**src/rtl/acoustics_pkg.sv**
```systemverilog
// acoustics_pkg: shared constants for the acoustics FPGA command path.
// Holds the receiver FSM state encoding, the default UART bit period,
// and the ASCII response bytes used by the command reader.
package acoustics_pkg;
    localparam logic [2:0] IDLE  = 3'd0;
    localparam logic [2:0] START = 3'd1;
    localparam logic [2:0] DATA  = 3'd2;
    localparam logic [2:0] STOP  = 3'd3;
    localparam logic [2:0] BREAK = 3'd4;
    localparam int CLKS_PER_BIT_DEF = 868;
    localparam logic [7:0] ASCII_0 = 8'h30;
    localparam logic [7:0] ASCII_1 = 8'h31;
endpackage

```
**src/rtl/uart_command_rx_sync_2ff.sv**
```systemverilog
// SYNC_2FF: generic single-bit two-flop synchroniser for asynchronous inputs.
// Ports: clk, reset (async, active-high), d_i (async input), q_o (synchronised output).
// RST_VAL sets the value both flops take during reset.
module SYNC_2FF #(
    parameter logic RST_VAL = 1'b0
) (
    input  logic clk,
    input  logic reset,
    input  logic d_i,
    output logic q_o
);
    logic meta_q;
    always_ff @(posedge clk or posedge reset) begin
        if (reset) begin
            meta_q <= RST_VAL;
            q_o    <= RST_VAL;
        end else begin
            meta_q <= d_i;
            q_o    <= meta_q;
        end
    end
endmodule

```
**src/rtl/uart_command_rx.sv**
```systemverilog
// uart_command_rx: 8N1 UART receiver delivering the Command byte with a valid/ack handshake.
// Ports: clk, reset (async, active-high), Rx (raw serial line, idle high),
//        Command_Ack (consumer took Command), Command (last good byte),
//        Command_Valid, Framing_Error (pulse), Overrun (pulse), Busy (not IDLE).
module uart_command_rx
    import acoustics_pkg::*;
#(
    parameter int CLKS_PER_BIT = CLKS_PER_BIT_DEF
) (
    input  logic       clk,
    input  logic       reset,
    input  logic       Rx,
    input  logic       Command_Ack,
    output logic [7:0] Command,
    output logic       Command_Valid,
    output logic       Framing_Error,
    output logic       Overrun,
    output logic       Busy
);
    localparam int CW = $clog2(CLKS_PER_BIT);
    localparam logic [CW-1:0] LAST      = CW'(CLKS_PER_BIT - 1);
    localparam logic [CW-1:0] HALF_LAST = CW'(CLKS_PER_BIT / 2 - 1);

    logic          rx_s;
    logic          rx_prev_q;
    logic [2:0]    state_q, state_d;
    logic [CW-1:0] cnt_q, cnt_d;
    logic [2:0]    bit_q, bit_d;
    logic [7:0]    shift_q, shift_d;
    logic [7:0]    cmd_q, cmd_d;
    logic          valid_q, valid_d;
    logic          ferr_q, ferr_d;
    logic          ovr_q, ovr_d;
    logic          stop_hit, load;

    SYNC_2FF #(.RST_VAL(1'b1)) u_sync (
        .clk  (clk),
        .reset(reset),
        .d_i  (Rx),
        .q_o  (rx_s)
    );

    always_ff @(posedge clk or posedge reset) begin
        if (reset) begin
            state_q   <= IDLE;
            cnt_q     <= '0;
            bit_q     <= '0;
            shift_q   <= '0;
            rx_prev_q <= 1'b1;
            cmd_q     <= '0;
            valid_q   <= 1'b0;
            ferr_q    <= 1'b0;
            ovr_q     <= 1'b0;
        end else begin
            state_q   <= state_d;
            cnt_q     <= cnt_d;
            bit_q     <= bit_d;
            shift_q   <= shift_d;
            rx_prev_q <= rx_s;
            cmd_q     <= cmd_d;
            valid_q   <= valid_d;
            ferr_q    <= ferr_d;
            ovr_q     <= ovr_d;
        end
    end

    // The bit-period counter restarts at every sample so each phase times from its own origin.
    always_comb begin
        state_d = state_q;
        cnt_d   = cnt_q;
        bit_d   = bit_q;
        shift_d = shift_q;
        case (state_q)
            IDLE: if (rx_prev_q && !rx_s) begin
                state_d = START;
                cnt_d   = '0;
                bit_d   = '0;
            end
            START: if (cnt_q == HALF_LAST) begin
                cnt_d   = '0;
                state_d = rx_s ? IDLE : DATA;
            end else cnt_d = cnt_q + 1'b1;
            DATA: if (cnt_q == LAST) begin
                cnt_d   = '0;
                shift_d = {rx_s, shift_q[7:1]};
                bit_d   = bit_q + 3'd1;
                state_d = (bit_q == 3'd7) ? STOP : DATA;
            end else cnt_d = cnt_q + 1'b1;
            STOP: if (cnt_q == LAST) begin
                cnt_d   = '0;
                state_d = rx_s ? IDLE : BREAK;
            end else cnt_d = cnt_q + 1'b1;
            BREAK: state_d = rx_s ? IDLE : BREAK;
            default: state_d = IDLE;
        endcase
    end

    // A load in the same cycle as an ack keeps Valid set: the new byte wins.
    always_comb begin
        stop_hit = (state_q == STOP) && (cnt_q == LAST);
        load     = stop_hit && rx_s;
        cmd_d    = load ? shift_q : cmd_q;
        valid_d  = load || (valid_q && !Command_Ack);
        ovr_d    = load && valid_q && !Command_Ack;
        ferr_d   = stop_hit && !rx_s;
    end

    assign Command       = cmd_q;
    assign Command_Valid = valid_q;
    assign Framing_Error = ferr_q;
    assign Overrun       = ovr_q;
    assign Busy          = state_q != IDLE;
endmodule

```
**config.mk**
```make
export PLATFORM = sky130hd
export DESIGN_NAME = uart_command_rx
export DESIGN_NICKNAME = d
export VERILOG_FILES = /design/src/rtl/acoustics_pkg.sv /design/src/rtl/uart_command_rx_sync_2ff.sv /design/src/rtl/uart_command_rx.sv
export SDC_FILE = /design/constraint.sdc
export NUM_CORES = 1
export LEC_CHECK = 0
export ABC_CLOCK_PERIOD_IN_PS = 2240
export BUFFER_PORTS_ARGS = -buffer_cell sky130_fd_sc_hd__buf_2
export CORE_MARGIN = 4
export CORE_UTILIZATION = 58
export CTS_CLUSTER_DIAMETER = 80
export DETAILED_ROUTE_END_ITERATION = 6
export PLACE_DENSITY_LB_ADDON = 0.25
export SYNTH_ARGS = -nofsm -noshare
export SYNTH_HDL_FRONTEND = slang
export SYNTH_SLANG_ARGS = --single-unit
```
**constraint.sdc**
```tcl
create_clock -name clk -period 2.24 [get_ports clk]
set_clock_uncertainty 0.05 [all_clocks]
set_input_delay 0.448 -clock clk [delete_from_list [all_inputs] [get_ports clk]]
set_output_delay 0.448 -clock clk [all_outputs]
set_load 0.1 [all_outputs]
```
==> flow_summary_export.csv, run 1 <==
group,metric,value,unit
place,dpl_cell_area,1960,um2
final_layout,final_util,0.659,
power_and_ir_drop,p_int,1.02,mW
sta,fin_crit_sh,0.937,
synthesis,synthArstFlopShare,1.00,
floorplanning,fp.dieH,64.3,um
sta,fin_tns_setup,0,ns
synthesis,synth_edf_count,0,
floorplanning,core_area,3050,um2
synthesis,synth_mux_area_frac,0.120,
clocking,cts_sinks,38,
grt,grt_pass1_vias,1218,
clocking,cts_root_buffer,"clkbuf_4",
clocking,cts_tree,"done",
clocking,clkTransAtPathRegs,0.11,ns
power_and_ir_drop,swShare,0.361,
synthesis,syn_area_per_cell,11.9,um2
synthesis,yosys.area_share.adder,0.0272,
power_and_ir_drop,p_clk_frac,0.214,
detailed_routing,drt-total-wl,3270,um
place,dpl.hpwl,2350,um
sta,max_slew_margin,0.621,
sta,grt_setup_unrepaired,"no",
sta,hold_viol_final,0,
final_layout,nets,182,
place,gp_routability_congestion,0.943,
power_and_ir_drop,p_seq_frac,0.521,
worst_setup_path,worstPathCellList,"or3_1 -> buf_2",
detailed_routing,drt_pre_antenna_iters,4,
worst_setup_path,required,1.74,ns
worst_hold_path,hold_path.class,"input pin to asynchronous set/reset pin",
final_layout,layout_common_cells,"35 x dfrtp_1, 15 x buf_2, 11 x inv_1, 8 x nor2_1, 8 x mux2_4",
clocking,postCtsSetupBuffers,0,
synthesis,yosys.area_share.xor_xnor,0.00477,
power_and_ir_drop,power_density,790,nW/um2
synthesis,ys_types,50,
synthesis,synthesis.nets,163,
floorplanning,rows,20,
worst_setup_path,cp-start-kind,"flop",
detailed_routing,wl_per_cell,14.9,um
worst_setup_path,cp-end-kind,"primary output",
worst_setup_path,arrival,1.60,ns
sta,finalCriticalPeriod,2.10,ns
final_layout,area_growth,9.39,%
worst_setup_path,timing.rr.start,"cnt_q[0]$_DFFE_PP0P_",
synthesis,synthSimpleGateAreaFrac,0.162,
detailed_routing,via_per_inst,5.75,
synthesis,seq_area_frac_synth,0.519,
run,drv_cap,0,
worst_setup_path,rr_endpoint,"Command[1]$_DFFE_PP0P_",
power_and_ir_drop,p_leak,0.951,nW
grt,antenna_found_initial,0,
worst_setup_path,r2r_slack,0.23,ns
synthesis,syn_area,1840,um2
clocking,clockBufferDepth,2,
floorplanning,die_area,4130,um2
power_and_ir_drop,p_comb_frac,0.264,
floorplanning,initial_core_util,0.602,
sta,slew_violations,0,
synthesis,ys_ff_latch,38,
synthesis,synth_compound_area_frac,0.121,
clocking,cts-buffers-inserted,5,
detailed_routing,num_vias,1259,
synthesis,ys.flop_type,"dfrtp_1",
synthesis,synth_top_family_by_area,"simple AND/OR/NAND/NOR gates",
detailed_routing,antenna_left,0,
final_layout,fin_area,2010,um2
sta,clock.fmax,476,MHz
final_layout,n_antenna_cell,0,
place,port_buffers,15,
worst_setup_path,path_buf_inv,1,
synthesis,synth_warnings,0,
power_and_ir_drop,p_sw,0.573,mW
worst_setup_path,worstRegToRegCells,5,
floorplanning,pin_count,16,
final_layout,final_common_cell,"dfrtp_1",
power_and_ir_drop,peakVddDrop,639,uV
detailed_routing,drc_errors,0,
status,status,"finished clean",
sta,worst_pin_slew,0.564,ns
final_layout,drive_above_1_share,0.263,
grt,grtUsageTotal,0.184,
worst_setup_path,slowest_stage,"dfrtp_1",
floorplanning,die_w,64.3,um
clocking,cts_resized,0,
worst_setup_path,slowest_delay,0.53,ns
clocking,clk_latency,0.34,ns
worst_setup_path,crit_type,"flop to primary output",
worst_setup_path,path_delay_family,"flip-flops",
grt,grt_max_degree,27,
worst_setup_path,path_max_fanout,13,
grt,gr-total-overflow,0,
detailed_routing,drt_iter0_drc,94,
sta,finalSetupViolCount,0,
clocking,cts_hold_buf,0,
clocking,cts_htree_levels,2,
synthesis,synthCells,155,
grt,grt_pass1_wl,5850,um
## layout make-up
class	count	area [um2]
Fill cell	262	1040
Sequential cell	38	955
Multi-Input combinational cell	100	801
Timing Repair Buffer	17	103
Tap cell	44	55.1
Clock buffer	7	45.0
Inverter	12	45.0
Clock inverter	1	7.51
## power by group through the flow
| stage | sequential [mW] | combinational [mW] | clock (mW) |
|---|---|---|---|
| finish | 0.829 | 0.420 | 0.340 |
| global route | 0.839 | 0.465 | 0.393 |
| CTS | 0.826 | 0.421 | 0.356 |
| detailed placement | 0.839 | 0.419 | 0 |
| global placement | 0.835 | 0.409 | 0 |
| floorplan | 0.810 | 0.347 | 0 |
## worst max path at each step
stage | start | slack, ns | cells after the start | end
6_report | state_q[2]$_DFFE_PP0P_ | 0.14 | 2 | Busy
5_1_grt | state_q[2]$_DFFE_PP0P_ | 0.06 | 2 | Busy
4_1_cts | state_q[2]$_DFFE_PP0P_ | 0.13 | 2 | Busy
3_5_place_dp | cnt_q[0]$_DFFE_PP0P_ | 0.25 | 5 | Command[6]$_DFFE_PP0P_
3_3_place_gp | cnt_q[0]$_DFFE_PP0P_ | 0.28 | 5 | Command[1]$_DFFE_PP0P_
2_1_floorplan | state_q[2]$_DFFE_PP0P_ | 0.31 | 5 | bit_q[0]$_DFFE_PP0P_
## flip-flops by register name, indices dropped and copies added (netlist names), 3 cells and up
signal   count
cnt_q       10
bit_q        3
state_q      3
shift_q      8
Command      8
## cell usage after synthesis, types with 2 or more instances
cell type | n | share of area
o31ai_1 | 4 | 0.016
and3_1 | 2 | 0.0068
nor3b_1 | 2 | 0.0082
nand3_1 | 5 | 0.014
dfstp_2 | 3 | 0.043
mux2_2 | 4 | 0.025
nand2_1 | 5 | 0.010
or3_1 | 2 | 0.0068
inv_1 | 11 | 0.022
nand4_1 | 3 | 0.010
a2111oi_0 | 2 | 0.0095
clkbuf_1 | 2 | 0.0041
ha_1 | 4 | 0.027
buf_2 | 2 | 0.0054
mux2_4 | 8 | 0.065
mux2_1 | 5 | 0.031
a31oi_1 | 3 | 0.010
nand3b_1 | 5 | 0.020
o21ai_0 | 7 | 0.019
a21oi_1 | 4 | 0.011
nor2_1 | 8 | 0.016
a21o_1 | 2 | 0.0082
dfrtp_1 | 35 | 0.48
## metrics by stage
| stage | total power [mW] | std cells | setup WS (ns) | hold WS [ns] |
|---|---|---|---|---|
| after floorplan | 1.16 | 155 | 0.306 | 0.295 |
| after global placement | 1.24 | 211 | 0.278 | 0.301 |
| after detailed placement | 1.26 | 211 | 0.252 | 0.302 |
| after CTS | 1.60 | 219 | 0.130 | 0.0797 |
| after global routing | 1.70 | 219 | 0.0631 | 0.108 |
| final | 1.59 | 219 | 0.141 | 0.0768 |
## cells by family after synthesis
family | Yosys count
flip-flops | 38
buffers and inverters | 17
AO/OA/AOI/OAI | 32
XOR/XNOR | 1
multiplexers | 17
AND/OR/NAND/NOR | 46
adder cells (fa/ha/maj) | 4
## layer usage
layer | GRT usage | vias to the layer above | wire length [um]
met2 | 0.269 | 33 | 1510
met5 | 0 | - | 0
li1 | - | 612 | -
met3 | 0.0650 | 4 | 197
met4 | 0.0475 | 0 | 32
met1 | 0.260 | 610 | 1520
No activity file was read; power rests on OpenSTA's default activity.
==> run 2, diff against run 1 <==
- SYNTH_HIERARCHICAL: unset -> 1
==> run 2 against run 1 <==
Compared with the run above: sequential share of layout area is essentially flat; synthesized cell count is 0.65% higher; first-iteration DRC count decreased by 48%.
==> flow_summary_export.csv, run 2 <==
group,metric,value,unit
final_layout,layout_common_cells,"35 x dfrtp_1, 15 x buf_2, 12 x inv_1, 8 x nor2_1, 8 x mux2_4",
place,port_buffers,15,
floorplanning,core_area,3050,um2
worst_setup_path,endpoint,"Busy",
worst_setup_path,timing.rr.start,"cnt_q[0]$_DFFE_PP0P_",
synthesis,yosys-top-cells-area,"dfrtp_1 48%, mux2_4 6.5%, dfstp_2 4.3%, mux2_1 3.1%, ha_1 2.7%",
sta,fin_ws,0.118,ns
grt,grtUsageTotal,0.185,
grt,grt_max_degree,37,
power_and_ir_drop,p_comb_frac,0.261,
status,status,"finished clean",
sta,fin_crit_sh,0.947,
detailed_routing,drt-total-wl,3350,um
final_layout,largest_reg_flops,10,
synthesis,ys_ff_latch,38,
synthesis,synth_edf_count,0,
floorplanning,initial_core_util,0.603,
sta,slew_violations,0,
sta,grt_setup_unrepaired,"no",
clocking,cts-buffers-inserted,5,
synthesis,synthArstFlopShare,1.00,
detailed_routing,antenna_left,0,
place,pre_cts_slack,0.274,ns
sta,finalSetupViolCount,0,
floorplanning,rows,20,
clocking,clkTransAtPathRegs,0.10,ns
grt,grt_pass1_wl,5960,um
synthesis,ys_types,50,
sta,fin_tns_setup,0,ns
detailed_routing,via_per_inst,5.82,
power_and_ir_drop,p_clk_frac,0.226,
clocking,clockBufferDepth,2,
worst_setup_path,arrival,1.62,ns
grt,antenna_found_initial,0,
place,gp_routability_congestion,0.919,
sta,hold_viol_final,0,
grt,grt_pass1_vias,1358,
power_and_ir_drop,p_int,1.04,mW
final_layout,n_antenna_cell,0,
grt,met2_usage,0.309,
worst_setup_path,cp-start-kind,"flop",
power_and_ir_drop,peakVddDrop,481,uV
power_and_ir_drop,p_leak,0.962,nW
grt,gr-max-usage-layer,"met2",
detailed_routing,num_vias,1280,
synthesis,synth_top_cell_area_share,0.476,
detailed_routing,drc_errors,0,
power_and_ir_drop,p_sw,0.574,mW
clocking,cts_root_buffer,"clkbuf_4",
worst_setup_path,crit_type,"flop to primary output",
synthesis,synth_common_cells,"35 x dfrtp_1, 12 x inv_1, 8 x mux2_4, 8 x nor2_1, 7 x o21ai_0",
synthesis,yosysTopAreaCell,"dfrtp_1",
sta,finalCriticalPeriod,2.12,ns
worst_setup_path,path_max_fanout,13,
floorplanning,die_w,64.4,um
final_layout,drive_above_1_share,0.267,
synthesis,synthCells,156,
sta,clock.fmax,471,MHz
detailed_routing,drt_pre_antenna_iters,4,
final_layout,regMostFlops,"cnt_q",
detailed_routing,wl_per_cell,15.2,um
clocking,postCtsSetupBuffers,0,
power_and_ir_drop,swShare,0.356,
clocking,cts_htree_levels,2,
worst_hold_path,hold_path.class,"input pin to asynchronous set/reset pin",
detailed_routing,drt_iter0_drc,49,
clocking,clk_latency,0.34,ns
floorplanning,pin_count,16,
worst_setup_path,r2r_slack,0.23,ns
synthesis,synth_warnings,6,
clocking,cts_resized,0,
final_layout,seq_area,955,um2
sta,max_slew_margin,0.678,
worst_setup_path,required,1.74,ns
synthesis,ys.flop_type,"dfrtp_1",
final_layout,n_fill_cell,248,
synthesis,synthesis.nets,164,
worst_setup_path,cp-end-kind,"primary output",
floorplanning,die_area,4140,um2
grt,gr-usage-met1,0.219,
worst_setup_path,rr_endpoint,"Command[0]$_DFFE_PP0P_",
final_layout,multiInputGateArea,801,um2
power_and_ir_drop,p_seq_frac,0.512,
worst_setup_path,cp-startpoint,"state_q[2]$_DFFE_PP0P_",
grt,met3_usage,0.0598,
clocking,cts_sinks,38,
synthesis,syn_area_per_cell,11.8,um2
synthesis,seq_area_frac_synth,0.518,
grt,gr-total-overflow,0,
clocking,cts_tree,"done",
synthesis,synth.most_common_cell,"dfrtp_1",
floorplanning,fp.dieH,64.4,um
sta,worst_pin_slew,0.487,ns
worst_setup_path,worstRegToRegCells,5,
power_and_ir_drop,power_density,804,nW/um2
run,drv_cap,0,
final_layout,final_common_cell,"dfrtp_1",
final_layout,area_growth,9.10,%
place,dpl.hpwl,2300,um
synthesis,syn_area,1840,um2
clocking,cts_hold_buf,0,
final_layout,nets,183,
==> run 2: cell count changes after synthesis, sizes merged <==
cell  previous run  this run
inv             12        13
==> run 2: layer usage <==
layer / part of all wire / vias to the layer above
met5: 0 / -
met4: 0.011 / 0
met3: 0.070 / 8
met2: 0.47 / 54
met1: 0.45 / 613
li1: - / 605
==> run 2: area by class of cell <==
cell class / count / area share
Clock buffer: 7 / 0.0274
Inverter: 13 / 0.0243
Sequential cell: 38 / 0.475
Clock inverter: 1 / 0.00249
Timing Repair Buffer: 17 / 0.0448
Tap cell: 44 / 0.0274
Multi-Input combinational cell: 100 / 0.399
==> run 2: cell families (layout without fill, tap and decap cells) <==
family,Yosys count,in the layout,synth area share
simple gates,46,46,0.162
flops,38,38,0.518
compound gates,32,32,0.121
buf+inv,18,38,0.0469
mux,17,17,0.120
fa+ha+maj,4,4,0.0272
xor+xnor,1,1,0.00476
==> run 2: worst min path at each step <==
stage	start	endpoint	cells past startpoint
floorplan	u_sync/meta_q$_DFF_PP1_	u_sync/q_o$_DFF_PP1_	0
global placement	u_sync/meta_q$_DFF_PP1_	u_sync/q_o$_DFF_PP1_	0
detailed placement	u_sync/meta_q$_DFF_PP1_	u_sync/q_o$_DFF_PP1_	0
CTS	reset	u_sync/meta_q$_DFF_PP1_	2
global route	reset	u_sync/meta_q$_DFF_PP1_	2
finish	reset	u_sync/meta_q$_DFF_PP1_	2
==> run 2: through the flow <==
step / cells / util / power [mW] / area, um2 / hold WS [ns]
4_1_cts: 220 / 0.658 / 1.63 / 2010 / 0.0603
5_1_grt: 220 / 0.658 / 1.72 / 2010 / 0.0560
6_report: 220 / 0.658 / 1.62 / 2010 / 0.0740
2_1_floorplan: 156 / - / 1.16 / 1840 / 0.295
3_3_place_gp: 212 / 0.639 / 1.24 / 1950 / 0.297
3_5_place_dp: 212 / 0.639 / 1.26 / 1950 / 0.301
==> run 2: power groups by stage <==
stage,Sequential (mW),Clock [mW],Combinational (mW)
final,0.828,0.366,0.422
after global placement,0.833,0,0.406
after CTS,0.827,0.380,0.422
after detailed placement,0.840,0,0.418
after global routing,0.840,0.415,0.465
after floorplan,0.810,0,0.347
==> run 2: worst max-delay path, cell delays in order (launching register included) <==
cell and delay [ns]:
dfrtp_1 0.55, or3_1 0.43, buf_2 0.31
